**config.mk**
```make
export PLATFORM = sky130hd
export DESIGN_NAME = spi_config_master
export DESIGN_NICKNAME = d
export VERILOG_FILES = /design/src/rtl/spi_cfg_pkg.sv /design/src/rtl/cfg_fifo.sv /design/src/rtl/spi_config_master.sv
export SDC_FILE = /design/constraint.sdc
export NUM_CORES = 1
export LEC_CHECK = 0
export BUFFER_PORTS_ARGS = -buffer_cell sky130_fd_sc_hd__buf_2
export CAP_MARGIN = 20
export CELL_PAD_IN_SITES_DETAIL_PLACEMENT = 1
export CELL_PAD_IN_SITES_GLOBAL_PLACEMENT = 1
export CORE_MARGIN = 5
export CORE_UTILIZATION = 53
export CTS_BUF_LIST = sky130_fd_sc_hd__clkbuf_2
export DETAILED_ROUTE_END_ITERATION = 16
export GPL_TIMING_DRIVEN = 0
export PLACE_DENSITY_LB_ADDON = 0.15
export SLEW_MARGIN = 20
export SYNTH_ARGS = -nofsm -noshare
export SYNTH_HDL_FRONTEND = slang
export SYNTH_HIERARCHICAL = 1
export SYNTH_SLANG_ARGS = --single-unit
```
**constraint.sdc**
```tcl
create_clock -name clk -period 4.13 [get_ports clk]
set_input_delay 0.413 -clock clk [delete_from_list [all_inputs] [get_ports clk]]
set_output_delay 0.413 -clock clk [all_outputs]
set_load 0.02 [all_outputs]
```
**src/rtl/spi_cfg_pkg.sv**
```systemverilog
// Shared constants, FSM encoding and helpers for the SPI configuration master.
// Address map mirrors the register file of the SPI peripheral being configured.
package spi_cfg_pkg;

  localparam logic [6:0] ADDR_EN_OUT_7_0  = 7'h00;
  localparam logic [6:0] ADDR_EN_OUT_15_8 = 7'h01;
  localparam logic [6:0] ADDR_EN_PWM_7_0  = 7'h02;
  localparam logic [6:0] ADDR_EN_PWM_15_8 = 7'h03;
  localparam logic [6:0] ADDR_PWM_DUTY    = 7'h04;
  localparam logic [6:0] ADDR_MAX         = 7'h04;

  localparam int   FRAME_BITS = 16;
  localparam logic WRITE_FLAG = 1'b1;
  localparam int   ENTRY_W    = 15;

  typedef enum logic [2:0] {
    ST_IDLE = 3'd0,
    ST_LEAD = 3'd1,
    ST_HIGH = 3'd2,
    ST_LOW  = 3'd3,
    ST_GAP  = 3'd4
  } state_e;

  function automatic logic addr_out_of_range(input logic [6:0] addr);
    return (addr > ADDR_MAX);
  endfunction

endpackage

```
**src/rtl/cfg_fifo.sv**
```systemverilog
// Small synchronous FIFO holding pending {addr, data} register writes.
// Pointers carry one extra wrap bit so full and empty are distinguishable.
module cfg_fifo
  import spi_cfg_pkg::*;
#(
  parameter int DEPTH = 4,
  parameter int WIDTH = ENTRY_W
) (
  input  logic             clk,
  input  logic             rst_n,
  input  logic             push_i,
  input  logic [WIDTH-1:0] wdata_i,
  input  logic             pop_i,
  output logic [WIDTH-1:0] rdata_o,
  output logic             full_o,
  output logic             empty_o
);

  localparam int AW = $clog2(DEPTH);
  localparam logic [AW:0] PTR_ONE = {{AW{1'b0}}, 1'b1};

  logic [WIDTH-1:0] mem_q [DEPTH];
  logic [AW:0]      wr_ptr_q;
  logic [AW:0]      rd_ptr_q;
  logic             push_ok_s;
  logic             pop_ok_s;

  assign empty_o   = (wr_ptr_q == rd_ptr_q);
  assign full_o    = (wr_ptr_q[AW] != rd_ptr_q[AW]) &&
                     (wr_ptr_q[AW-1:0] == rd_ptr_q[AW-1:0]);
  // A push at full is legal only when the same cycle frees a slot.
  assign pop_ok_s  = pop_i && !empty_o;
  assign push_ok_s = push_i && (!full_o || pop_ok_s);
  assign rdata_o   = mem_q[rd_ptr_q[AW-1:0]];

  always_ff @(posedge clk or negedge rst_n) begin
    if (!rst_n) begin
      wr_ptr_q <= '0;
      rd_ptr_q <= '0;
    end else begin
      if (push_ok_s) begin
        wr_ptr_q <= wr_ptr_q + PTR_ONE;
      end
      if (pop_ok_s) begin
        rd_ptr_q <= rd_ptr_q + PTR_ONE;
      end
    end
  end

  always_ff @(posedge clk) begin
    if (push_ok_s) begin
      mem_q[wr_ptr_q[AW-1:0]] <= wdata_i;
    end
  end

endmodule

```
**src/rtl/spi_config_master.sv**
```systemverilog
// Write-only SPI mode-0 master: queues register writes and sends each as a
// 16-bit frame {write flag, addr, data}, MSB first, with a fixed nCS gap.
module spi_config_master
  import spi_cfg_pkg::*;
#(
  parameter int CLK_DIV    = 4,
  parameter int CS_GAP     = 8,
  parameter int FIFO_DEPTH = 4
) (
  input  logic       clk,
  input  logic       rst_n,
  input  logic       req_valid,
  output logic       req_ready,
  input  logic [6:0] req_addr,
  input  logic [7:0] req_data,
  output logic       SCLK,
  output logic       COPI,
  output logic       nCS,
  output logic       busy,
  output logic       done,
  output logic       rej
);

  localparam logic [7:0] DIV_LAST  = 8'(CLK_DIV - 1);
  // GAP is one cycle short of CS_GAP because the IDLE launch cycle also holds nCS high.
  localparam logic [7:0] GAP_LAST  = 8'(CS_GAP - 2);
  localparam logic [4:0] BITS_INIT = 5'(FRAME_BITS);

  state_e             state_q;
  logic [ENTRY_W-1:0] shift_q;
  logic [7:0]         phase_q;
  logic [4:0]         bit_cnt_q;
  logic               sclk_q;
  logic               copi_q;
  logic               ncs_q;
  logic               done_q;
  logic               rej_q;

  logic               accept_s;
  logic               push_s;
  logic               pop_s;
  logic               fifo_full_s;
  logic               fifo_empty_s;
  logic [ENTRY_W-1:0] fifo_rdata_s;

  assign pop_s     = (state_q == ST_IDLE) && !fifo_empty_s;
  assign req_ready = !fifo_full_s || pop_s;
  assign accept_s  = req_valid && req_ready;
  assign push_s    = accept_s && !addr_out_of_range(req_addr);

  cfg_fifo #(
    .DEPTH (FIFO_DEPTH),
    .WIDTH (ENTRY_W)
  ) u_fifo (
    .clk     (clk),
    .rst_n   (rst_n),
    .push_i  (push_s),
    .wdata_i ({req_addr, req_data}),
    .pop_i   (pop_s),
    .rdata_o (fifo_rdata_s),
    .full_o  (fifo_full_s),
    .empty_o (fifo_empty_s)
  );

  // Frame sequencer: launches, clocks out 16 bits and enforces the inter-frame gap.
  always_ff @(posedge clk or negedge rst_n) begin
    if (!rst_n) begin
      state_q   <= ST_IDLE;
      shift_q   <= '0;
      phase_q   <= 8'd0;
      bit_cnt_q <= 5'd0;
      sclk_q    <= 1'b0;
      copi_q    <= 1'b0;
      ncs_q     <= 1'b1;
      done_q    <= 1'b0;
    end else begin
      done_q <= 1'b0;
      case (state_q)
        ST_IDLE: begin
          if (!fifo_empty_s) begin
            shift_q   <= fifo_rdata_s;
            copi_q    <= WRITE_FLAG;
            ncs_q     <= 1'b0;
            phase_q   <= DIV_LAST;
            bit_cnt_q <= BITS_INIT;
            state_q   <= ST_LEAD;
          end
        end
        ST_LEAD: begin
          if (phase_q == 8'd0) begin
            phase_q   <= DIV_LAST;
            sclk_q    <= 1'b1;
            bit_cnt_q <= bit_cnt_q - 5'd1;
            state_q   <= ST_HIGH;
          end else begin
            phase_q <= phase_q - 8'd1;
          end
        end
        ST_HIGH: begin
          if (phase_q == 8'd0) begin
            phase_q <= DIV_LAST;
            sclk_q  <= 1'b0;
            // Falling edge presents the next bit; the line parks low after the last one.
            copi_q  <= (bit_cnt_q == 5'd0) ? 1'b0 : shift_q[ENTRY_W-1];
            shift_q <= {shift_q[ENTRY_W-2:0], 1'b0};
            state_q <= ST_LOW;
          end else begin
            phase_q <= phase_q - 8'd1;
          end
        end
        ST_LOW: begin
          if (phase_q == 8'd0) begin
            if (bit_cnt_q != 5'd0) begin
              phase_q   <= DIV_LAST;
              sclk_q    <= 1'b1;
              bit_cnt_q <= bit_cnt_q - 5'd1;
              state_q   <= ST_HIGH;
            end else begin
              ncs_q   <= 1'b1;
              done_q  <= 1'b1;
              phase_q <= GAP_LAST;
              state_q <= ST_GAP;
            end
          end else begin
            phase_q <= phase_q - 8'd1;
          end
        end
        ST_GAP: begin
          if (phase_q == 8'd0) begin
            state_q <= ST_IDLE;
          end else begin
            phase_q <= phase_q - 8'd1;
          end
        end
        default: begin
          state_q <= ST_IDLE;
          sclk_q  <= 1'b0;
          copi_q  <= 1'b0;
          ncs_q   <= 1'b1;
        end
      endcase
    end
  end

  // Reject pulse for accepted writes outside the peripheral's register map.
  always_ff @(posedge clk or negedge rst_n) begin
    if (!rst_n) begin
      rej_q <= 1'b0;
    end else begin
      rej_q <= accept_s && addr_out_of_range(req_addr);
    end
  end

  assign SCLK = sclk_q;
  assign COPI = copi_q;
  assign nCS  = ncs_q;
  assign done = done_q;
  assign rej  = rej_q;
  assign busy = (state_q != ST_IDLE) || !fifo_empty_s;

endmodule

```
==> results of run 1 <==
## final cells by class
| cell class | count | area, µm² | area share |
|---|---|---|---|
| flip-flops and latches | 102 | 2850 | 0.561 |
| multi-input cells | 211 | 1650 | 0.324 |
| repair buffers | 33 | 213 | 0.0418 |
| well taps | 108 | 135 | 0.0266 |
| plain buffers | 18 | 83.8 | 0.0165 |
| clock inverters | 6 | 62.6 | 0.0123 |
| clock buffers | 10 | 50.0 | 0.00984 |
| inverters | 10 | 37.5 | 0.00738 |
## state kept, by name, indices dropped and copies added (netlist names), 3 cells and up
name,count
phase_q,8
bit_cnt_q,5
state_q,3
u_fifo/wr_ptr_q,3
shift_q,15
u_fifo/rd_ptr_q,3
u_fifo/mem_q,60
## report_power, final
group	internal, mW	total, mW	switching, mW
Clock	0.100	0.458	0.358
Combinational	0.0493	0.150	0.101
Sequential	1.10	1.12	0.0195
## worst max-delay path, stage by stage (launching register included)
cell and delay [ns]:
sky130_fd_sc_hd__dfrtp_1 0.45, sky130_fd_sc_hd__buf_2 0.20, sky130_fd_sc_hd__xor2_1 0.21, sky130_fd_sc_hd__buf_2 0.20, sky130_fd_sc_hd__nor3_2 0.42, sky130_fd_sc_hd__nor2_1 0.10
sky130_fd_sc_hd__nand2_1 0.25, sky130_fd_sc_hd__inv_1 0.20, sky130_fd_sc_hd__buf_2 0.22, sky130_fd_sc_hd__or4_4 0.57, sky130_fd_sc_hd__and3_1 0.48
## logic make-up (layout without fill, tap and decap cells)
logic type | after synthesis | in the layout | share of synthesized area
AOI/OAI and AO/OA | 69 | 69 | 0.0994
xor gates and xnor gates | 9 | 9 | 0.0187
adders and majority gates | 8 | 8 | 0.0217
buffers and inverters | 28 | 77 | 0.0263
DFF | 102 | 102 | 0.618
muxes | 34 | 34 | 0.115
and+or+nand+nor | 91 | 91 | 0.101
## path summary, 6_finish.rpt
| check | slack [ns] | to |
|---|---|---|
| hold / removal | 0.07 | rej$_DFF_PN0_ |
| max in group asynchronous | 3.39 | u_fifo/wr_ptr_q[1]$_DFFE_PN0P_ |
| setup / recovery | 0.47 | u_fifo/mem_q[1][0]$_DFFE_PP_ |
| setup reg to reg | 0.47 | u_fifo/mem_q[1][0]$_DFFE_PP_ |
| hold reg to reg | 0.53 | shift_q[1]$_DFFE_PN0P_ |
| min in group asynchronous | 0.32 | shift_q[5]$_DFFE_PN0P_ |
## stage by stage
stage | area, µm² | cells | utilization
floorplan | 4620 | 341 | -
global placement | 4870 | 473 | 0.567
detailed placement | 4870 | 473 | 0.567
CTS | 5030 | 493 | 0.585
global route | 5080 | 498 | 0.592
finish | 5080 | 498 | 0.592
## cell usage in the layout (no fill, tap or decap), types with 5 or more instances in the layout
master and n:
sky130_fd_sc_hd__edfxtp_1 60, sky130_fd_sc_hd__dfrtp_1 41, sky130_fd_sc_hd__nand2_1 33, sky130_fd_sc_hd__buf_2 30, sky130_fd_sc_hd__o21ai_0 25, sky130_fd_sc_hd__nor2_1 20, sky130_fd_sc_hd__mux2i_1 16, sky130_fd_sc_hd__mux4_2 15
sky130_fd_sc_hd__a21oi_1 13, sky130_fd_sc_hd__inv_1 10, sky130_fd_sc_hd__clkbuf_2 10, sky130_fd_sc_hd__dlygate4sd3_1 9, sky130_fd_sc_hd__clkbuf_1 8, sky130_fd_sc_hd__ha_1 8, sky130_fd_sc_hd__nand3_1 5, sky130_fd_sc_hd__o31ai_1 5
## cells in the mapped netlist (all sizes together) (2+ instances only)
library cell  count
xor2              5
dfrtp            41
nor3              5
o31ai             5
xnor2             4
nor2             20
o211ai            4
nand2b            3
and3              3
buf              10
o221a             2
nand3b            2
and2              4
a311oi            2
edfxtp           60
nand2            33
a211oi            3
clkbuf            8
or2               2
or3               2
mux2i            16
mux4             15
nor4              2
inv              10
ha                8
a21oi            13
o41ai             2
o311ai            2
mux2              3
o21ai            26
o21a              2
or4               4
nand3             5
## repair_timing
item | 4_1_cts | 5_1_grt
endpoints found under the hold margin | 50 | 15
hold buffers | 4 | 5
resized for setup | 0 | 1
setup endpoints to repair | 0 | 33
## layer usage
layer / global-route usage / vias to the layer above
met3: 0.0322 / 12
li1: - / 1371
met1: 0.304 / 1528
met2: 0.332 / 70
met4: 0.0637 / 0
met5: 0 / -
==> reports/metrics.yaml, run 1 <==
cp-startpoint: "u_fifo/rd_ptr_q[1]$_DFFE_PN0P_"
p_leak_nw: 1.97
report.power.total_mw: 1.73
wire_length_of_the_first_global_routing_pass_um: 16800
path_class: "flop to flop"
fraction_of_the_yosys_area_taken_by_sequential_cells: 0.618
hold_path_cells: 3
postSynth.topFlopCell: "sky130_fd_sc_hd__edfxtp_1"
hold_class: "input port to flop"
initial_utilization: 0.537
antenna-diode-count: 0
numClockSinks: 102
synth_area_um2: 4620
drt_pass1_iterations: 4
design.final.nets: 411
power_per_cell_area_nw_per_um2: 340
wl_met2_um: 5080
top_signal_layer_used: "met4"
tightestPinTransition_ns: 0.830
post_cts_buffers: 0
crit_path_capture_type: "flop"
hold-worst-slack_ns: 0.0740
postSynthAreaPerCell_um2: 13.5
die_width_um: 103
area_growth_syn_to_layout_pct: 10.1
detailed_place_hpwl_um: 7040
ys_ff_latch: 102
numCtsBuffers: 9
yosys.area.top_type: "sky130_fd_sc_hd__edfxtp_1"
number_of_global_route_vias_before_repair: 3135
routed_wl_um: 10300
asyncSetResetFlopFracSynth: 0.412
cts_tree: "yes"
clk_pin_slew_worst_paths_ns: 0.29
vdd_drop_max_uv: 205
finalSetupViolations: 0
n_fill_cell: 871
insertion_delay_ns: 0.56
drt_iter0_markers: 164
grt_setup_unrepaired: "no"
wl_met1_um: 4640
max-clock-path-buffers: 2
outcome: "completed"
worst_setup_path_start_kind: "flop"
final_layout_size_suffix_gt1_frac: 0.197
setup_tns_ns: 0
synth_edf_count: 60
timing.critical_path.arrival_ns: 3.86
yosys-top-cells-area: "sky130_fd_sc_hd__edfxtp_1 (39%), sky130_fd_sc_hd__dfrtp_1 (22%), sky130_fd_sc_hd__mux4_2 (7.3%), sky130_fd_sc_hd__mux2i_1 (3.5%), sky130_fd_sc_hd__o21ai_0 (2.7%)"
die_y_um: 103
post_drt_wl_per_cell_um: 20.7
yosysWarningCount: 6
dr_wl_met3_um: 432
holdCritStartpoint: "req_valid"
reg2reg_depth: 10
synth.top_cell.area_share: 0.390
synthesis.nets: 367
worst_ep_required_time_ns: 4.33
cap_viol_max_count: 0
dpl_worst_slack_ns: 0.329
worst_reg2reg_path_startpoint: "u_fifo/rd_ptr_q[1]$_DFFE_PN0P_"
globalRouteOverflowTotal: 0
largest_net_degree_at_the_start_of_global_routing: 43
finalCritPeriodShare: 0.887
coreArea_um2: 8590
gpl.final_weighted_congestion: 0.833
root_buffer_selected_by_cts: "sky130_fd_sc_hd__clkbuf_2"
post_synth_inst_count: 341
timing.max_slew.rel_slack: 0.447
antenna_found_initial: 0
drc: 0
die_area_um2: 10700
netlist-cell-type-count: 59
routed-via-count: 2981
detail_route_antenna_nets: 0
report.final.slew_viol_count: 0
io_pins: 25
cts.htree.levels: 3
rows: 34
grt_use_total: 0.210
max_freq_ghz: 0.273
final_hold_viol_count: 0
io_buffer_count: 24
critPathMaxFanout: 15
final.setup_skew_ns: 0.0381
fin_crit_ns: 3.66
layout_setup_ws_ns: 0.469
route.detailed.vias_per_inst: 5.99
(Power assumes the default switching activity.)
==> run 2, diff against run 1 <==
Clock period 4.13 ns to 3.88 ns, I/O delays scaled along.
==> run 2 against run 1 <==
  * Register-to-register slack got worse by 0.26 ns
  * Clock skew fell by 0.0017 ns
  * Die area did not move
  * Highest routed layer unchanged
  * Combinational power is 9% higher
  * Fmax decreased by 0.15%
  * Sequential power increased by 6%
  * Via count rose by 0.20%
  * Global-route usage decreased by 0.22 points
  * First-iteration DRC count down 9.8%
  * Sequential cell count stayed put
  * Count of clock-buffer cells in the layout unchanged
  * Sequential share of layout area is 0.30 points lower
==> reports/metrics.yaml, run 2 (synthesis results as in run 1) <==
crit_path_top_delay_cell: "sky130_fd_sc_hd__or4_4"
max_freq_ghz: 0.273  # -0.15%
insertion_delay_ns: 0.55  # about the same
design.final.nets: 414  # +0.73%
crit_path_capture_type: "flop"
worst_ep_required_time_ns: 4.08  # -0.25 ns
hold_class: "input port to flop"
route.detailed.vias_per_inst: 5.96  # -0.40%
root_buffer_selected_by_cts: "sky130_fd_sc_hd__clkbuf_2"
timing.max_slew.rel_slack: 0.354  # -0.0928
final_layout_size_suffix_gt1_frac: 0.196  # -0.00151
routed_wl_um: 10200  # -1.3%
die_area_um2: 10700  # unchanged
largest_net_degree_at_the_start_of_global_routing: 43  # unchanged
path_common_cell: "sky130_fd_sc_hd__buf_2"
globalRouteOverflowTotal: 0  # unchanged
numCtsBuffers: 9  # unchanged
wire_length_of_the_first_global_routing_pass_um: 16700  # -0.37%
tightestPinTransition_ns: 0.969  # +0.139 ns
timing.critical_path.arrival_ns: 3.87  # about the same
die_width_um: 103  # unchanged
routed-via-count: 2987  # +0.20%
cts.htree.levels: 3  # unchanged
grt_setup_unrepaired: "no"
max-clock-path-buffers: 2  # unchanged
number_of_global_route_vias_before_repair: 3135  # unchanged
grt_use_total: 0.208  # -0.00221
io_pins: 25  # unchanged
finalCritPeriodShare: 0.945  # +0.0585
post_drt_wl_per_cell_um: 20.3  # -1.9%
worst_setup_path_start_kind: "flop"
cap_viol_max_count: 0  # unchanged
p_leak_nw: 1.98  # +0.59%
n_fill_cell: 868  # -0.34%
vdd_drop_max_uv: 219  # +7.0%
fin_crit_ns: 3.67  # +0.00540 ns
critPathMaxFanout: 15  # unchanged
layout.cells.most_common: "sky130_fd_sc_hd__edfxtp_1"
hold-worst-slack_ns: 0.0752  # +0.00123 ns
coreArea_um2: 8590  # unchanged
numClockSinks: 102  # unchanged
mostFrequentLayoutCells: "sky130_fd_sc_hd__edfxtp_1 (60), sky130_fd_sc_hd__dfrtp_1 (41), sky130_fd_sc_hd__nand2_1 (33)"
drt_pass1_iterations: 6  # +2
path_class: "flop to flop"
finalSetupViolations: 0  # unchanged
antenna_found_initial: 0  # unchanged
area_growth_syn_to_layout_pct: 10.7
path_cells: "buf_2 -> xor2_1 -> buf_2 -> nor3_2 -> nor2_1 -> nand2_1 -> inv_1 -> buf_2 -> or4_4 -> and3_1"
report.final.slew_viol_count: 0  # unchanged
initial_utilization: 0.537  # unchanged
cts_tree: "yes"
cpPeakStageDelay_ns: 0.57  # about the same
detail_route_antenna_nets: 0  # unchanged
outcome: "completed"
detailed_place_hpwl_um: 7040  # unchanged
rows: 34  # unchanged
die_y_um: 103  # unchanged
io_buffer_count: 24  # unchanged
clk_pin_slew_worst_paths_ns: 0.28  # about the same
reg2reg_setup_slack_ns: 0.21  # -0.26 ns
gpl.final_weighted_congestion: 0.833  # unchanged
final_hold_viol_count: 0  # unchanged
setup_tns_ns: 0  # unchanged
antenna-diode-count: 0  # unchanged
largest_reg_flops: 60  # unchanged
drt_iter0_markers: 148  # -9.8%
final.setup_skew_ns: 0.0363  # -0.00175 ns
power_per_cell_area_nw_per_um2: 360  # +6.0%
drc: 0  # unchanged
run 2: cell types whose count changed in the layout (fill, tap and decap cells not counted):
| cell | previous run | this run |
|---|---|---|
| sky130_fd_sc_hd__dlygate4sd3_1 | 9 | 12 |
| sky130_fd_sc_hd__buf_2 | 30 | 31 |
| sky130_fd_sc_hd__buf_4 | 3 | 2 |
run 2: cell type report:
cell class | instances | area (µm²) | area share
buffer | 18 | 83.8 | 0.0164
clock buffer | 10 | 50.0 | 0.00979
clock inverter | 6 | 62.6 | 0.0122
inverter | 10 | 37.5 | 0.00734
multi-input combinational | 211 | 1650 | 0.322
sequential | 102 | 2850 | 0.558
tap | 108 | 135 | 0.0264
timing repair buffer | 36 | 240 | 0.0470
run 2: critical path: cells and delay by family, from the launching register on:
kind,cells,cell delay [ns]
simple gates,5,1.83
buf+inv,4,0.82
flops,1,0.45
xor+xnor,1,0.21
run 2: through the flow:
step	instance area (µm²)	power (mW)	util	cells	worst slack, ns
after CTS	5080	1.86	0.591	498	0.258
final	5110	1.84	0.595	501	0.213
after global routing	5110	1.93	0.595	501	0.0175
after floorplan	4620	1.30	-	341	0.940
after global placement	4870	1.35	0.567	473	0.130
after detailed placement	4870	1.36	0.567	473	0.0788
run 2: worst paths after layout:
path                                                 from                             end  cells past startpoint
min in group asynchronous                           rst_n          shift_q[5]$_DFFE_PN0P_                      2
hold reg to reg                   shift_q[13]$_DFFE_PN0P_         shift_q[13]$_DFFE_PN0P_                      2
setup / recovery           u_fifo/rd_ptr_q[1]$_DFFE_PN0P_    u_fifo/mem_q[1][1]$_DFFE_PP_                     10
setup reg to reg           u_fifo/rd_ptr_q[1]$_DFFE_PN0P_    u_fifo/mem_q[1][1]$_DFFE_PP_                     10
hold / removal                                req_data[0]    u_fifo/mem_q[0][0]$_DFFE_PP_                      1
max in group asynchronous                           rst_n  u_fifo/wr_ptr_q[1]$_DFFE_PN0P_                      2
run 2: where the power goes:
group	leakage [nW]	switching [mW]	internal, mW
combinational	0.850	0.109	0.0542
sequential	1.06	0.0209	1.17
clock	0.0718	0.380	0.106
total	1.98	0.510	1.33
run 2: repair_timing:
item,CTS,global route
hold endpoints to repair,67,6
hold buffers,9,3
setup endpoints to repair,4,0
resized for setup,1,0
buffers inserted,0,0
run 2: metal layers:
layer / share of wire / track usage / up-vias
li1: - / - / 1375
met2: 0.50 / 0.332 / 50
met4: 0.0071 / 0.0538 / 0
met3: 0.029 / 0.0288 / 6
met1: 0.47 / 0.304 / 1556
met5: 0 / 0 / -
